**src/rtl/result_uart_reporter_pkg.sv**
```systemverilog
// result_report_pkg
//   Shared definitions for the result UART reporter: ASCII constants, message
//   length, FSM state types, the snapshot record and the character generator
//   that turns (index, snapshot) into one byte of the report line.
//
//   Configuration macro: REPORT_CYCLES_EN
//     undefined : "R=xxxxx S=xx H=xxxx\r\n"                (21 chars)
//     defined   : "R=xxxxx S=xx H=xxxx C=xxxxxxxx\r\n"     (32 chars)
package result_report_pkg;

  localparam logic [7:0] ASCII_R  = 8'h52;
  localparam logic [7:0] ASCII_S  = 8'h53;
  localparam logic [7:0] ASCII_H  = 8'h48;
  localparam logic [7:0] ASCII_C  = 8'h43;
  localparam logic [7:0] ASCII_EQ = 8'h3D;
  localparam logic [7:0] ASCII_SP = 8'h20;
  localparam logic [7:0] ASCII_CR = 8'h0D;
  localparam logic [7:0] ASCII_LF = 8'h0A;

`ifdef REPORT_CYCLES_EN
  localparam int MSG_LEN = 32;
`else
  localparam int MSG_LEN = 21;
`endif

  // wide enough for either message length
  localparam int IDX_W = 6;

  typedef enum logic [1:0] {
    RPT_IDLE,
    RPT_SEND,
    RPT_DONE
  } rpt_state_t;

  typedef enum logic [1:0] {
    UTX_IDLE,
    UTX_START,
    UTX_DATA,
    UTX_STOP
  } utx_state_t;

  // Buses are held zero-extended to whole nibbles.
  typedef struct packed {
    logic [19:0] r;
    logic [7:0]  s;
    logic [15:0] h;
`ifdef REPORT_CYCLES_EN
    logic [31:0] c;
`endif
  } snap_t;

  function automatic logic [7:0] hex_ascii(input logic [3:0] n);
    if (n < 4'd10) return 8'h30 + {4'h0, n};
    else           return 8'h37 + {4'h0, n};
  endfunction

  function automatic logic [7:0] msg_char(input logic [IDX_W-1:0] idx, input snap_t sn);
    logic [7:0] c;
    c = ASCII_SP;
    case (idx)
      6'd0:  c = ASCII_R;
      6'd1:  c = ASCII_EQ;
      6'd2:  c = hex_ascii(sn.r[19:16]);
      6'd3:  c = hex_ascii(sn.r[15:12]);
      6'd4:  c = hex_ascii(sn.r[11:8]);
      6'd5:  c = hex_ascii(sn.r[7:4]);
      6'd6:  c = hex_ascii(sn.r[3:0]);
      6'd7:  c = ASCII_SP;
      6'd8:  c = ASCII_S;
      6'd9:  c = ASCII_EQ;
      6'd10: c = hex_ascii(sn.s[7:4]);
      6'd11: c = hex_ascii(sn.s[3:0]);
      6'd12: c = ASCII_SP;
      6'd13: c = ASCII_H;
      6'd14: c = ASCII_EQ;
      6'd15: c = hex_ascii(sn.h[15:12]);
      6'd16: c = hex_ascii(sn.h[11:8]);
      6'd17: c = hex_ascii(sn.h[7:4]);
      6'd18: c = hex_ascii(sn.h[3:0]);
`ifdef REPORT_CYCLES_EN
      6'd19: c = ASCII_SP;
      6'd20: c = ASCII_C;
      6'd21: c = ASCII_EQ;
      6'd22: c = hex_ascii(sn.c[31:28]);
      6'd23: c = hex_ascii(sn.c[27:24]);
      6'd24: c = hex_ascii(sn.c[23:20]);
      6'd25: c = hex_ascii(sn.c[19:16]);
      6'd26: c = hex_ascii(sn.c[15:12]);
      6'd27: c = hex_ascii(sn.c[11:8]);
      6'd28: c = hex_ascii(sn.c[7:4]);
      6'd29: c = hex_ascii(sn.c[3:0]);
      6'd30: c = ASCII_CR;
      6'd31: c = ASCII_LF;
`else
      6'd19: c = ASCII_CR;
      6'd20: c = ASCII_LF;
`endif
      default: c = ASCII_SP;
    endcase
    return c;
  endfunction

endpackage

```
**src/rtl/result_uart_reporter_uart_tx_byte.sv**
```systemverilog
// uart_tx_byte
//   8N1 serialiser for one byte at a time. ready is high when idle and also
//   during the last cycle of the stop bit, so a byte offered then starts its
//   start bit on the very next cycle (back-to-back frames, no idle gap).
//
//   state     | meaning
//   ----------+-------------------------------------------
//   UTX_IDLE  | line idle (tx=1), waiting for valid
//   UTX_START | start bit (tx=0)
//   UTX_DATA  | data bits, LSB first, bit_cnt = bit index
//   UTX_STOP  | stop bit (tx=1)
//
// Ports:
//   clock    system clock
//   reset_n  async active-low reset, forces tx=1
//   data     byte to send, taken when valid && ready
//   valid    byte offered
//   ready    byte will be accepted this cycle
//   tx       serial output, idle high
module uart_tx_byte
  import result_report_pkg::*;
#(
  parameter int CLKS_PER_BIT = 434
) (
  input  logic       clock,
  input  logic       reset_n,
  input  logic [7:0] data,
  input  logic       valid,
  output logic       ready,
  output logic       tx
);

  localparam int CNT_W = $clog2(CLKS_PER_BIT);
  localparam logic [CNT_W-1:0] BAUD_LAST = CNT_W'(CLKS_PER_BIT - 1);

  utx_state_t       state, state_d;
  logic [CNT_W-1:0] baud, baud_d;
  logic [2:0]       bit_cnt, bit_cnt_d;
  logic [7:0]       shreg, shreg_d;
  logic             tx_d;
  logic             baud_wrap;

  assign baud_wrap = (baud == BAUD_LAST);
  assign ready     = (state == UTX_IDLE) || ((state == UTX_STOP) && baud_wrap);

  always_comb begin
    state_d   = state;
    baud_d    = baud;
    bit_cnt_d = bit_cnt;
    shreg_d   = shreg;
    case (state)
      UTX_IDLE: begin
        if (valid) begin
          state_d = UTX_START;
          shreg_d = data;
          baud_d  = '0;
        end
      end
      UTX_START: begin
        if (baud_wrap) begin
          baud_d    = '0;
          bit_cnt_d = '0;
          state_d   = UTX_DATA;
        end else begin
          baud_d = baud + 1'b1;
        end
      end
      UTX_DATA: begin
        if (baud_wrap) begin
          baud_d  = '0;
          shreg_d = {1'b0, shreg[7:1]};
          if (bit_cnt == 3'd7) state_d = UTX_STOP;
          else bit_cnt_d = bit_cnt + 1'b1;
        end else begin
          baud_d = baud + 1'b1;
        end
      end
      UTX_STOP: begin
        if (baud_wrap) begin
          baud_d = '0;
          if (valid) begin
            state_d = UTX_START;
            shreg_d = data;
          end else begin
            state_d = UTX_IDLE;
          end
        end else begin
          baud_d = baud + 1'b1;
        end
      end
      default: state_d = UTX_IDLE;
    endcase

    // tx is registered from the next state so the pin never glitches
    case (state_d)
      UTX_START: tx_d = 1'b0;
      UTX_DATA:  tx_d = shreg_d[0];
      default:   tx_d = 1'b1;
    endcase
  end

  always_ff @(posedge clock or negedge reset_n) begin
    if (!reset_n) begin
      state   <= UTX_IDLE;
      baud    <= '0;
      bit_cnt <= '0;
      shreg   <= '0;
      tx      <= 1'b1;
    end else begin
      state   <= state_d;
      baud    <= baud_d;
      bit_cnt <= bit_cnt_d;
      shreg   <= shreg_d;
      tx      <= tx_d;
    end
  end

endmodule

```
**src/rtl/result_uart_reporter.sv**
```systemverilog
// result_uart_reporter
//   On finish, snapshots the Reduceron result buses and sends one ASCII line
//   "R=xxxxx S=xx H=xxxx\r\n" over a UART TX pin (8N1). One report per rising
//   level of finish; a new report needs finish to be seen low in between.
//
//   Optional macro REPORT_CYCLES_EN appends " C=xxxxxxxx", the number of
//   cycles spent idle and armed since reset (saturating 32-bit).
//
//   state    | meaning
//   ---------+--------------------------------------------------
//   RPT_IDLE | waiting for armed && finish; char 0 handed over on capture
//   RPT_SEND | feeding chars 1..MSG_LEN-1 as the serialiser frees up
//   RPT_DONE | one-cycle done pulse after the final stop bit
//
// Ports:
//   clock    system clock
//   reset_n  async active-low reset
//   r        reduction result (18)
//   s        core state (7)
//   h        heap pointer (15)
//   finish   core finished (level)
//   tx       UART serial output, idle high
//   busy     report in progress
//   done     one-cycle pulse after the last stop bit
module result_uart_reporter
  import result_report_pkg::*;
#(
  parameter int CLKS_PER_BIT = 434
) (
  input  logic        clock,
  input  logic        reset_n,
  input  logic [17:0] r,
  input  logic [6:0]  s,
  input  logic [14:0] h,
  input  logic        finish,
  output logic        tx,
  output logic        busy,
  output logic        done
);

  rpt_state_t       state, state_d;
  logic             armed, armed_d;
  logic [IDX_W-1:0] char_idx, char_idx_d;
  logic [IDX_W-1:0] char_next;
  snap_t            snap, snap_d;
  logic             busy_d, done_d;
  logic             tx_valid, tx_ready;
  logic [7:0]       tx_data;

`ifdef REPORT_CYCLES_EN
  logic [31:0] cycle_cnt;

  always_ff @(posedge clock or negedge reset_n) begin
    if (!reset_n) cycle_cnt <= '0;
    else if (armed && (state == RPT_IDLE) && (cycle_cnt != 32'hFFFF_FFFF))
      cycle_cnt <= cycle_cnt + 32'd1;
  end
`endif

  assign char_next = char_idx + IDX_W'(1);

  always_comb begin
    state_d    = state;
    armed_d    = armed;
    char_idx_d = char_idx;
    snap_d     = snap;
    tx_valid   = 1'b0;
    tx_data    = msg_char(char_next, snap);

    if (!finish) armed_d = 1'b1;

    case (state)
      RPT_IDLE: begin
        if (armed && finish) begin
          armed_d    = 1'b0;
          snap_d.r   = {2'b00, r};
          snap_d.s   = {1'b0, s};
          snap_d.h   = {1'b0, h};
`ifdef REPORT_CYCLES_EN
          snap_d.c   = cycle_cnt;
`endif
          // char 0 is always 'R', so it can go out on the capture edge itself
          tx_valid   = 1'b1;
          tx_data    = ASCII_R;
          char_idx_d = '0;
          state_d    = RPT_SEND;
        end
      end
      RPT_SEND: begin
        // ready here only occurs in the final cycle of a stop bit
        if (tx_ready) begin
          if (char_idx == IDX_W'(MSG_LEN - 1)) begin
            char_idx_d = '0;
            state_d    = RPT_DONE;
          end else begin
            tx_valid   = 1'b1;
            char_idx_d = char_next;
          end
        end
      end
      RPT_DONE: state_d = RPT_IDLE;
      default:  state_d = RPT_IDLE;
    endcase

    busy_d = (state_d == RPT_SEND);
    done_d = (state_d == RPT_DONE);
  end

  always_ff @(posedge clock or negedge reset_n) begin
    if (!reset_n) begin
      state    <= RPT_IDLE;
      armed    <= 1'b1;
      char_idx <= '0;
      snap     <= '0;
      busy     <= 1'b0;
      done     <= 1'b0;
    end else begin
      state    <= state_d;
      armed    <= armed_d;
      char_idx <= char_idx_d;
      snap     <= snap_d;
      busy     <= busy_d;
      done     <= done_d;
    end
  end

  uart_tx_byte #(
    .CLKS_PER_BIT(CLKS_PER_BIT)
  ) u_tx (
    .clock   (clock),
    .reset_n (reset_n),
    .data    (tx_data),
    .valid   (tx_valid),
    .ready   (tx_ready),
    .tx      (tx)
  );

endmodule

```
**config.mk**
```make
export PLATFORM = sky130hd
export DESIGN_NAME = result_uart_reporter
export DESIGN_NICKNAME = d
export VERILOG_FILES = /design/src/rtl/result_uart_reporter_pkg.sv /design/src/rtl/result_uart_reporter_uart_tx_byte.sv /design/src/rtl/result_uart_reporter.sv
export SDC_FILE = /design/constraint.sdc
export NUM_CORES = 1
export LEC_CHECK = 0
export CAP_MARGIN = 40
export CORE_UTILIZATION = 53
export CTS_CLUSTER_DIAMETER = 100
export CTS_CLUSTER_SIZE = 8
export DETAILED_ROUTE_END_ITERATION = 8
export HOLD_SLACK_MARGIN = 0.06
export PLACE_DENSITY = 0.77
export REMOVE_ABC_BUFFERS = 1
export SETUP_SLACK_MARGIN = 0.4
export SKIP_CTS_REPAIR_TIMING = 1
export SLEW_MARGIN = 5
export SYNTH_ARGS = -nofsm -noshare
export SYNTH_HDL_FRONTEND = slang
export SYNTH_SLANG_ARGS = --single-unit
```
**constraint.sdc**
```tcl
create_clock -name clock -period 2.3 [get_ports clock]
set_input_delay 0.345 -clock clock [delete_from_list [all_inputs] [get_ports clock]]
set_output_delay 0.345 -clock clock [all_outputs]
set_load 0.02 [all_outputs]
```
==> results of run 1 <==
-- synthesized netlist by cell type (6+ instances only) --
master    count
nand2_1     149
a22o_1        9
a22oi_1       6
xnor2_1      12
nor3_1        8
inv_1        24
o21ai_0      79
clkbuf_1     29
o22ai_1       9
and3_1       13
nand2b_1     11
ha_1         17
a21oi_1      24
dfrtp_1      72
nor2b_1      12
a31oi_1      11
nand3_1      22
nor2_1       35
-- through the flow --
stage          hold slack, ns  utilization (%)
2_1_floorplan          0.0494                -
3_3_place_gp            0.282             66.1
3_5_place_dp            0.284             66.1
4_1_cts                -0.102             68.3
5_1_grt                 0.460             73.4
6_report                0.445             73.4
-- final timing paths --
kind / start / end / slack [ns] / cells after the start
hold / removal: reset_n / char_idx[4] / 0.45 / 2
max in group asynchronous: reset_n / armed / 1.15 / 3
setup reg to reg: char_idx[1] / u_tx.shreg[3] / 0.05 / 9
setup / recovery: char_idx[1] / u_tx.shreg[3] / 0.05 / 9
min in group clock: armed / armed / 0.49 / 2
hold reg to reg: armed / armed / 0.49 / 2
-- layout by cell type, fill, tap and decap left out, drive strengths merged, types with 6 or more instances in the layout --
master,count
a22oi,6
nand2b,11
a21oi,24
ha,17
o22ai,9
buf,91
clkdlybuf4s50,44
clkbuf,11
nor2,35
nor2b,12
nor3,8
and3,13
o21ai,79
nand3,23
xnor2,12
a31oi,11
inv,24
dfrtp,72
nand2,149
a22o,9
-- state kept, by name, summed over array words and instances, names as in the netlist --
name,cells
snap,40
u_tx.baud,9
u_tx.shreg,8
char_idx,6
u_tx.bit_cnt,3
state,2
u_tx.state,2
armed,1
busy,1
done,1
u_tx.tx,1
-- routing by layer --
layer	up-vias	track usage (%)
li1	2511	-
met1	2526	37.9
met2	142	52.3
met3	31	5.34
met4	0	11.4
met5	-	0
-- logic make-up (layout without fill, tap and decap cells) --
kind of cell | count (synthesis) | after routing | synth area share, %
buf+inv | 63 | 176 | 5.11
compound gates | 192 | 192 | 24.6
fa+ha+maj | 17 | 17 | 4.22
xor+xnor | 14 | 14 | 2.43
mux | 4 | 4 | 0.844
simple gates | 280 | 280 | 26.0
flops | 74 | 74 | 36.8
-- critical path: stages (launching register included) --
cell and delay [ns]:
dfrtp_1 0.41, ha_2 0.20, buf_6 0.13, nand2b_4 0.16, o32ai_4 0.28, buf_6 0.16, nand3_4 0.06, or4b_1 0.51
and3_1 0.16, a31oi_1 0.11
-- layout make-up --
type	count	area [sq um]
multi-input combinational	507	3280
timing repair buffer	136	1180
fill	688	2460
inverter	24	92.6
sequential	74	1860
clock inverter	5	52.6
tap	129	161
clock buffer	11	151
-- power by group through the flow --
stage	clock (mW)	combinational, mW	sequential [mW]
global route	1.13	0.111	1.30
floorplan	0	0.000825	1.33
finish	1.06	0.101	1.30
CTS	1.08	0.101	1.30
detailed placement	0	0.101	1.33
global placement	0	0.0991	1.33
==> metrics.txt, run 1 <==
routed wire length 15.1 mm; leakage power 3.04 nW; switching pwr 0.545 mW; H-tree depth 3; Clock Sinks 74; outcome finished clean; wire length of the first global-routing pass 23.4 mm; TritonCTS clock tree yes; DP Area 6100 sq um; Layout Nets 812; Hold Path Class primary input to asynchronous set/reset pin; # port buffers 45; CP Launch Type flop; placed insts 860; Overflow after GRT 0; Ys Warns 0; post-route cell area 6780 sq um; internal power 1.92 mW; clock network power share 43.2%; #FFs+latches synth 74; Synth top area share 35.7%; normalized max-slew margin 67.5%; DR WL met2 7.60 mm; Worst Path Required 2.58 ns; crit end category flop; Max FO, Critical Path 7; unrepaired setup endpoints after global routing yes; DIE HEIGHT 99.5 microns; Finished Layout Cells 886; period utilisation layout 97.7%; 1st-pass router iterations 5; final worst clock skew 0.0105 ns; count of cell types in the netlist 65; DRT antenna net count 0; top-level port count 46; Reg power frac 52.7%; Final HPWL DP 10.9 mm; Worst Path Arrival 2.53 ns; Rows 35; via count 5,210; TNS Setup 0 ns; initial DRC count 307; max-cap violations 0; Final min period 2.25 ns; synthesized instance count 644; sequential share of the synthesized area 36.8%; Residual DRC 0; Top Metal Used met4; vias in the first global route 4,913; initial core utilization 54.5%; ys flop type dfrtp_1; number of synthesized flops with an enable pin 0; CTS max path bufs 2; maximum vdd drop 503 uV; Skew-Pair Late Insertion Delay 0.36 ns; Switching Fraction 22.1%; wl on met1 6.54 mm; top cell type by total area after synthesis dfrtp_1; power per cell area 364 nW/um^2; root buffer cell clkbuf_8; Clock transition at path regs 0.09 ns; pin count of the biggest net entering global routing 36; drt via density 5.88; initial antenna violation count 0; Final setup violation count 0; Setup WS post-layout 0.0520 ns; Max Clk Rate 445 MHz; width of the die 99.5 microns; Inserted Clock Buffers 9; Slew Viols, Final 0; Syn Area/Cell 7.83 sq um; asr flop ratio synth 100%; critical path class flop to flop; layout cells sized above 1 24.6%; total power 2.47 mW; Worst Max-Slew Pin Slew 0.483 ns; top post-synthesis cells by area dfrtp_1 (36%), nand2_1 (11%), o21ai_0 (7.8%); met3 wire len 551 microns; total global routing track utilization 30.3%; Core Footprint 9240 sq um; ant diodes 0; endpoints failing hold 0; Logic pwr share 4.1%; DP Worst Slack -0.0957 ns; per-cell routed wire length 17.0 microns; area grow syn2layout 34.5%; die area 9900 sq um; Cell Area, Synth 5040 sq um; GP Congestion 0.909
Power figures use the tool's default switching activity.
==> run 2, diff against run 1 <==
--- a/config.mk
+++ b/config.mk
@@ -6,6 +6,7 @@
 export NUM_CORES = 1
 export LEC_CHECK = 0
 export CAP_MARGIN = 40
+export CORE_MARGIN = 10
 export CORE_UTILIZATION = 53
 export CTS_CLUSTER_DIAMETER = 100
 export CTS_CLUSTER_SIZE = 8
==> run 2 against run 1 <==
The run now ends with setup timing left. Global-route usage is 10 points lower. Worst hold slack gained 0.018 ns. Power rose by 2.6%. Critical path type unchanged. Largest cell class unchanged.
==> metrics.txt, run 2 (synthesis results as in run 1) <==
Clock Sinks 74 (unchanged); unrepaired setup endpoints after global routing yes; Clock transition at path regs 0.09 ns (about the same); most frequent cells in the layout nand2_1 (143), buf_4 (89), dfrtp_1 (71); number of cells on the critical path 8 (-1); fillcell total 643 (-6.5%); total power 2.53 mW (+2.6%); Reg power frac 51.4% (-1.3 points); Worst Path Required 2.56 ns (-0.02 ns); initial DRC count 538 (+75%); top flop regs snap: 40 flops, u_tx.baud: 9 flops, u_tx.shreg: 8 flops; placed insts 861 (+0.12%); Overflow after GRT 0 (unchanged); width of the die 118 microns (+18%); pin count of the biggest net entering global routing 44 (+22%); final worst clock skew 0.0117 ns (+0.00119 ns); layout cells sized above 1 27.9% (+3.3 points); initial core utilization 54.5% (unchanged); maximum vdd drop 390 uV (-23%); vias in the first global route 5,047 (+2.7%); endpoints failing hold 0 (unchanged); Worst Path Arrival 2.62 ns (+0.09 ns); Max FO, Critical Path 5 (-2); H-tree depth 3 (unchanged); Final HPWL DP 11.2 mm (+3.1%); DRT antenna net count 0 (unchanged); total global routing track utilization 20.3% (-10 points); die area 13,800 sq um (+39%); Switching Fraction 21.9% (-0.18 points); drt via density 6.01 (+2.1%); TritonCTS clock tree yes; final hold slack 0.463 ns (+0.0177 ns); Skew-Pair Late Insertion Delay 0.35 ns (about the same); area grow syn2layout 40.8%; Logic pwr share 4.0% (about the same); Max Clk Rate 425 MHz (-4.6%); DP Worst Slack -0.169 ns (-0.0736 ns); failing checks setup timing; commonest non-fill, non-tap cell in the layout nand2_1; CP Launch Type flop; Final setup violation count 2 (+2); Final min period 2.36 ns (+0.108 ns); top-level port count 46 (unchanged); # port buffers 45 (unchanged); Crit-path slowest cell or4b_1; critical path class flop to flop; Core Footprint 9240 sq um (unchanged); wire length of the first global-routing pass 23.9 mm (+2.0%); Max stage delay on crit path 0.53 ns (+0.02 ns); DP Area 6140 sq um (+0.53%); ant diodes 0 (unchanged); multi-input logic area 3410 sq um (+4.0%); initial antenna violation count 1 (+1); Worst Max-Slew Pin Slew 0.551 ns (+0.0685 ns); worst path bufs/invs 1 (-1); leakage power 3.16 nW (+3.9%); switching pwr 0.555 mW (+1.8%); normalized max-slew margin 63.1% (-4.4 points); post-route cell area 7100 sq um (+4.7%); 1st-pass router iterations 6 (+1); R2R depth 8 (-1); Residual DRC 0 (unchanged); per-cell routed wire length 17.5 microns (+3.2%); Rows 35 (unchanged); via count 5,423 (+4.1%); Cell Chain, Critical Path ha_2, buf_6, nand2b_4, o32ai_4, nand3_4, or4b_1, and3_1, a31oi_1; TNS Setup -0.0926 ns (-0.0926 ns); internal power 1.98 mW (+2.9%); Slew Viols, Final 0 (unchanged); period utilisation layout 102% (+4.7 points); Hold Path Class primary input to asynchronous set/reset pin; Finished Layout Cells 903 (+1.9%); max-cap violations 0 (unchanged); crit end category flop; max FFs per register 40 (unchanged); Biggest register snap; Layout Nets 829 (+2.1%); clock network power share 44.6% (+1.4 points); power per cell area 357 nW/um^2 (-2.0%); Inserted Clock Buffers 9 (unchanged); root buffer cell clkbuf_8; CTS max path bufs 2 (unchanged); DIE HEIGHT 118 microns (+18%); Setup WS post-layout -0.0556 ns (-0.108 ns); delay-heaviest family, CP simple AND/OR/NAND/NOR gates; outcome complete, but fails checks; Reg area 1860 sq um (unchanged); routed wire length 15.8 mm (+5.2%); final core utilization 76.8% (+3.5 points); GP Congestion 0.957 (+5.3%)
==> run 2: area by class of cell <==
type,count,area share (%)
flip-flops and latches,74,26.1
multi-input cells,507,48.1
repair buffers,153,19.1
inverters,24,1.34
clock buffers,9,1.75
clock inverters,7,1.32
well taps,129,2.27
==> run 2: path summary, 6_finish.rpt <==
check,start,end,slack (ns)
setup / recovery,char_idx[0],u_tx.shreg[3],-0.06
hold reg to reg,armed,armed,0.49
hold / removal,reset_n,state[1],0.46
min in group clock,armed,armed,0.49
setup reg to reg,char_idx[0],u_tx.shreg[3],-0.06
max in group asynchronous,reset_n,u_tx.tx,1.21
==> run 2: worst reg2reg max path: cells and delay by family, from the launching register on <==
| kind | cells | cell delay [ns] |
|---|---|---|
| and+or+nand+nor | 4 | 0.97 |
| AOI/OAI and AO/OA | 2 | 0.53 |
| DFF | 1 | 0.42 |
| adders and majority gates | 1 | 0.21 |
| buffers and inverters | 1 | 0.13 |
==> run 2: power groups by stage <==
stage	combinational (mW)	clock (mW)	sequential, mW
2_1_floorplan	0.000825	0	1.33
3_3_place_gp	0.100	0	1.33
3_5_place_dp	0.102	0	1.33
4_1_cts	0.102	1.14	1.30
5_1_grt	0.112	1.20	1.30
6_report	0.101	1.13	1.30
==> run 2: per-layer routing <==
| metal | track usage, % | routed length (microns) | vias up |
|---|---|---|---|
| li1 | - | - | 2537 |
| met1 | 25.2 | 6820 | 2601 |
| met2 | 35.8 | 7730 | 232 |
| met3 | 2.49 | 856 | 51 |
| met4 | 5.72 | 424 | 2 |
| met5 | 0 | 12 | - |
==> run 3, diff against run 2 <==
--- a/config.mk
+++ b/config.mk
@@ -16,6 +16,7 @@
 export REMOVE_ABC_BUFFERS = 1
 export SETUP_SLACK_MARGIN = 0.4
 export SKIP_CTS_REPAIR_TIMING = 1
+export SKIP_LAST_GASP = 1
 export SLEW_MARGIN = 5
 export SYNTH_ARGS = -nofsm -noshare
 export SYNTH_HDL_FRONTEND = slang
==> run 3 against run 2 <==
The flow still finishes with violations (setup timing). Clock skew about the same. Final cell count unchanged. Worst setup slack better by 0.0055 ns. Die area unchanged. Maximum frequency up 0.24%. Clock-buffer cell count unchanged. Routed wire length down 0.82%. Clock power about the same. First-iteration DRC count up 3.9%. Utilization down 0.37 points. Critical path type unchanged.
==> metrics.txt, run 3 (synthesis results as in run 1) <==
drt via density 5.95 (-0.87%); failing checks setup timing; DRT antenna net count 0 (unchanged); critical path class flop to flop; Max FO, Critical Path 5 (unchanged); post-route cell area 7060 sq um (-0.48%); unrepaired setup endpoints after global routing yes; max FFs per register 40 (unchanged); leakage power 3.15 nW (-0.21%); Core Footprint 9240 sq um (unchanged); Final HPWL DP 11.2 mm (unchanged); Rows 35 (unchanged); wire length of the first global-routing pass 23.9 mm (unchanged); area grow syn2layout 40.1%; initial core utilization 54.5% (unchanged); die area 13,800 sq um (unchanged); GP Congestion 0.957 (unchanged); Final min period 2.35 ns (-0.00554 ns); Worst Path Arrival 2.57 ns (-0.05 ns); # port buffers 45 (unchanged); CP Launch Type flop; top-level port count 46 (unchanged); Inserted Clock Buffers 9 (unchanged); final hold slack 0.464 ns (+0.00136 ns); outcome complete, but fails checks; TritonCTS clock tree yes; Worst Max-Slew Pin Slew 0.642 ns (+0.0906 ns); Residual DRC 0 (unchanged); Skew-Pair Late Insertion Delay 0.35 ns (about the same); commonest non-fill, non-tap cell in the layout nand2_1; Layout Nets 829 (unchanged); normalized max-slew margin 56.7% (-6.4 points); Biggest register snap; initial antenna violation count 1 (unchanged); Worst Path Required 2.52 ns (-0.04 ns); Max Clk Rate 426 MHz (+0.24%); Finished Layout Cells 903 (unchanged); Overflow after GRT 0 (unchanged); DP Worst Slack -0.169 ns (unchanged); vias in the first global route 5,047 (unchanged); placed insts 861 (unchanged); final worst clock skew 0.0118 ns (+0.000181 ns); via count 5,376 (-0.87%); power per cell area 358 nW/um^2 (+0.43%); Hold Path Class primary input to asynchronous set/reset pin; total power 2.53 mW (about the same); Final setup violation count 2 (unchanged); layout cells sized above 1 27.8% (-0.13 points); endpoints failing hold 0 (unchanged); H-tree depth 3 (unchanged); max-cap violations 0 (unchanged); Clock transition at path regs 0.09 ns (about the same); crit end category flop; root buffer cell clkbuf_8; most frequent cells in the layout nand2_1 (144), buf_4 (91), dfrtp_1 (71); per-cell routed wire length 17.4 microns (-0.82%); Clock Sinks 74 (unchanged); routed wire length 15.7 mm (-0.82%); R2R depth 10 (+2); width of the die 118 microns (unchanged); period utilisation layout 102% (-0.24 points); Slew Viols, Final 0 (unchanged); top flop regs snap: 40 flops, u_tx.baud: 9 flops, u_tx.shreg: 8 flops; DIE HEIGHT 118 microns (unchanged); initial DRC count 559 (+3.9%); total global routing track utilization 20.3% (unchanged); CTS max path bufs 2 (unchanged); DP Area 6140 sq um (unchanged); Setup WS post-layout -0.0500 ns (+0.00554 ns); ant diodes 0 (unchanged); 1st-pass router iterations 7 (+1); pin count of the biggest net entering global routing 44 (unchanged); maximum vdd drop 392 uV (+0.45%)
[run 3: changes by cell type in the layout (fill, tap and decap cells not counted), moves of 2 or more]
cell     delta
nand2_4     -3
buf_6       -2
o21ai_1     -2
buf_4       +2
o21ai_0     +2
nand2_2     +2
[run 3: through the flow]
stage | utilization (%) | setup TNS [ns]
2_1_floorplan | - | -2.44
3_3_place_gp | 66.4 | -0.277
3_5_place_dp | 66.4 | -0.482
4_1_cts | 68.8 | -0.727
5_1_grt | 76.4 | -0.340
6_report | 76.4 | -0.0826
[run 3: final timing paths]
kind	from	to	slack, ns
worst max-delay path	char_idx[0]	u_tx.shreg[6]	-0.05
worst min-delay path	reset_n	state[1]	0.46
worst max register to register	char_idx[0]	u_tx.shreg[6]	-0.05
worst min register to register	armed	armed	0.49
max in group asynchronous	reset_n	u_tx.tx	1.20
min in group clock	armed	armed	0.49
[run 3: critical path, cell delays in order, from the launching register on]
cell and delay, ns:
dfrtp_1 0.42, ha_2 0.21, buf_6 0.13, nand2b_4 0.14, buf_4 0.14, buf_4 0.13, a41oi_2 0.24, o21ai_0 0.15
a2111oi_1 0.39, buf_4 0.20, o21ai_0 0.07
[run 3: final cells by class]
cell class | count | area (sq um)
Clock inverter | 7 | 93.8
Multi-Input combinational cell | 507 | 3380
Fill cell | 650 | 2180
Timing Repair Buffer | 153 | 1350
Inverter | 24 | 95.1
Tap cell | 129 | 161
Clock buffer | 9 | 124
Sequential cell | 74 | 1860
[run 3: power breakdown]
| part | total [mW] | switching, mW | internal, mW |
|---|---|---|---|
| clock | 1.13 | 0.519 | 0.609 |
| sequential | 1.30 | 0 | 1.30 |
| combinational | 0.101 | 0.0345 | 0.0665 |
| total | 2.53 | 0.554 | 1.98 |
[run 3: layer usage]
| layer | global-route usage [%] | up-vias | part of all wire [%] |
|---|---|---|---|
| met5 | 0 | - | 0.076 |
| met4 | 5.72 | 2 | 2.0 |
| met3 | 2.49 | 34 | 5.7 |
| met2 | 35.8 | 212 | 49 |
| met1 | 25.2 | 2587 | 43 |
| li1 | - | 2541 | - |
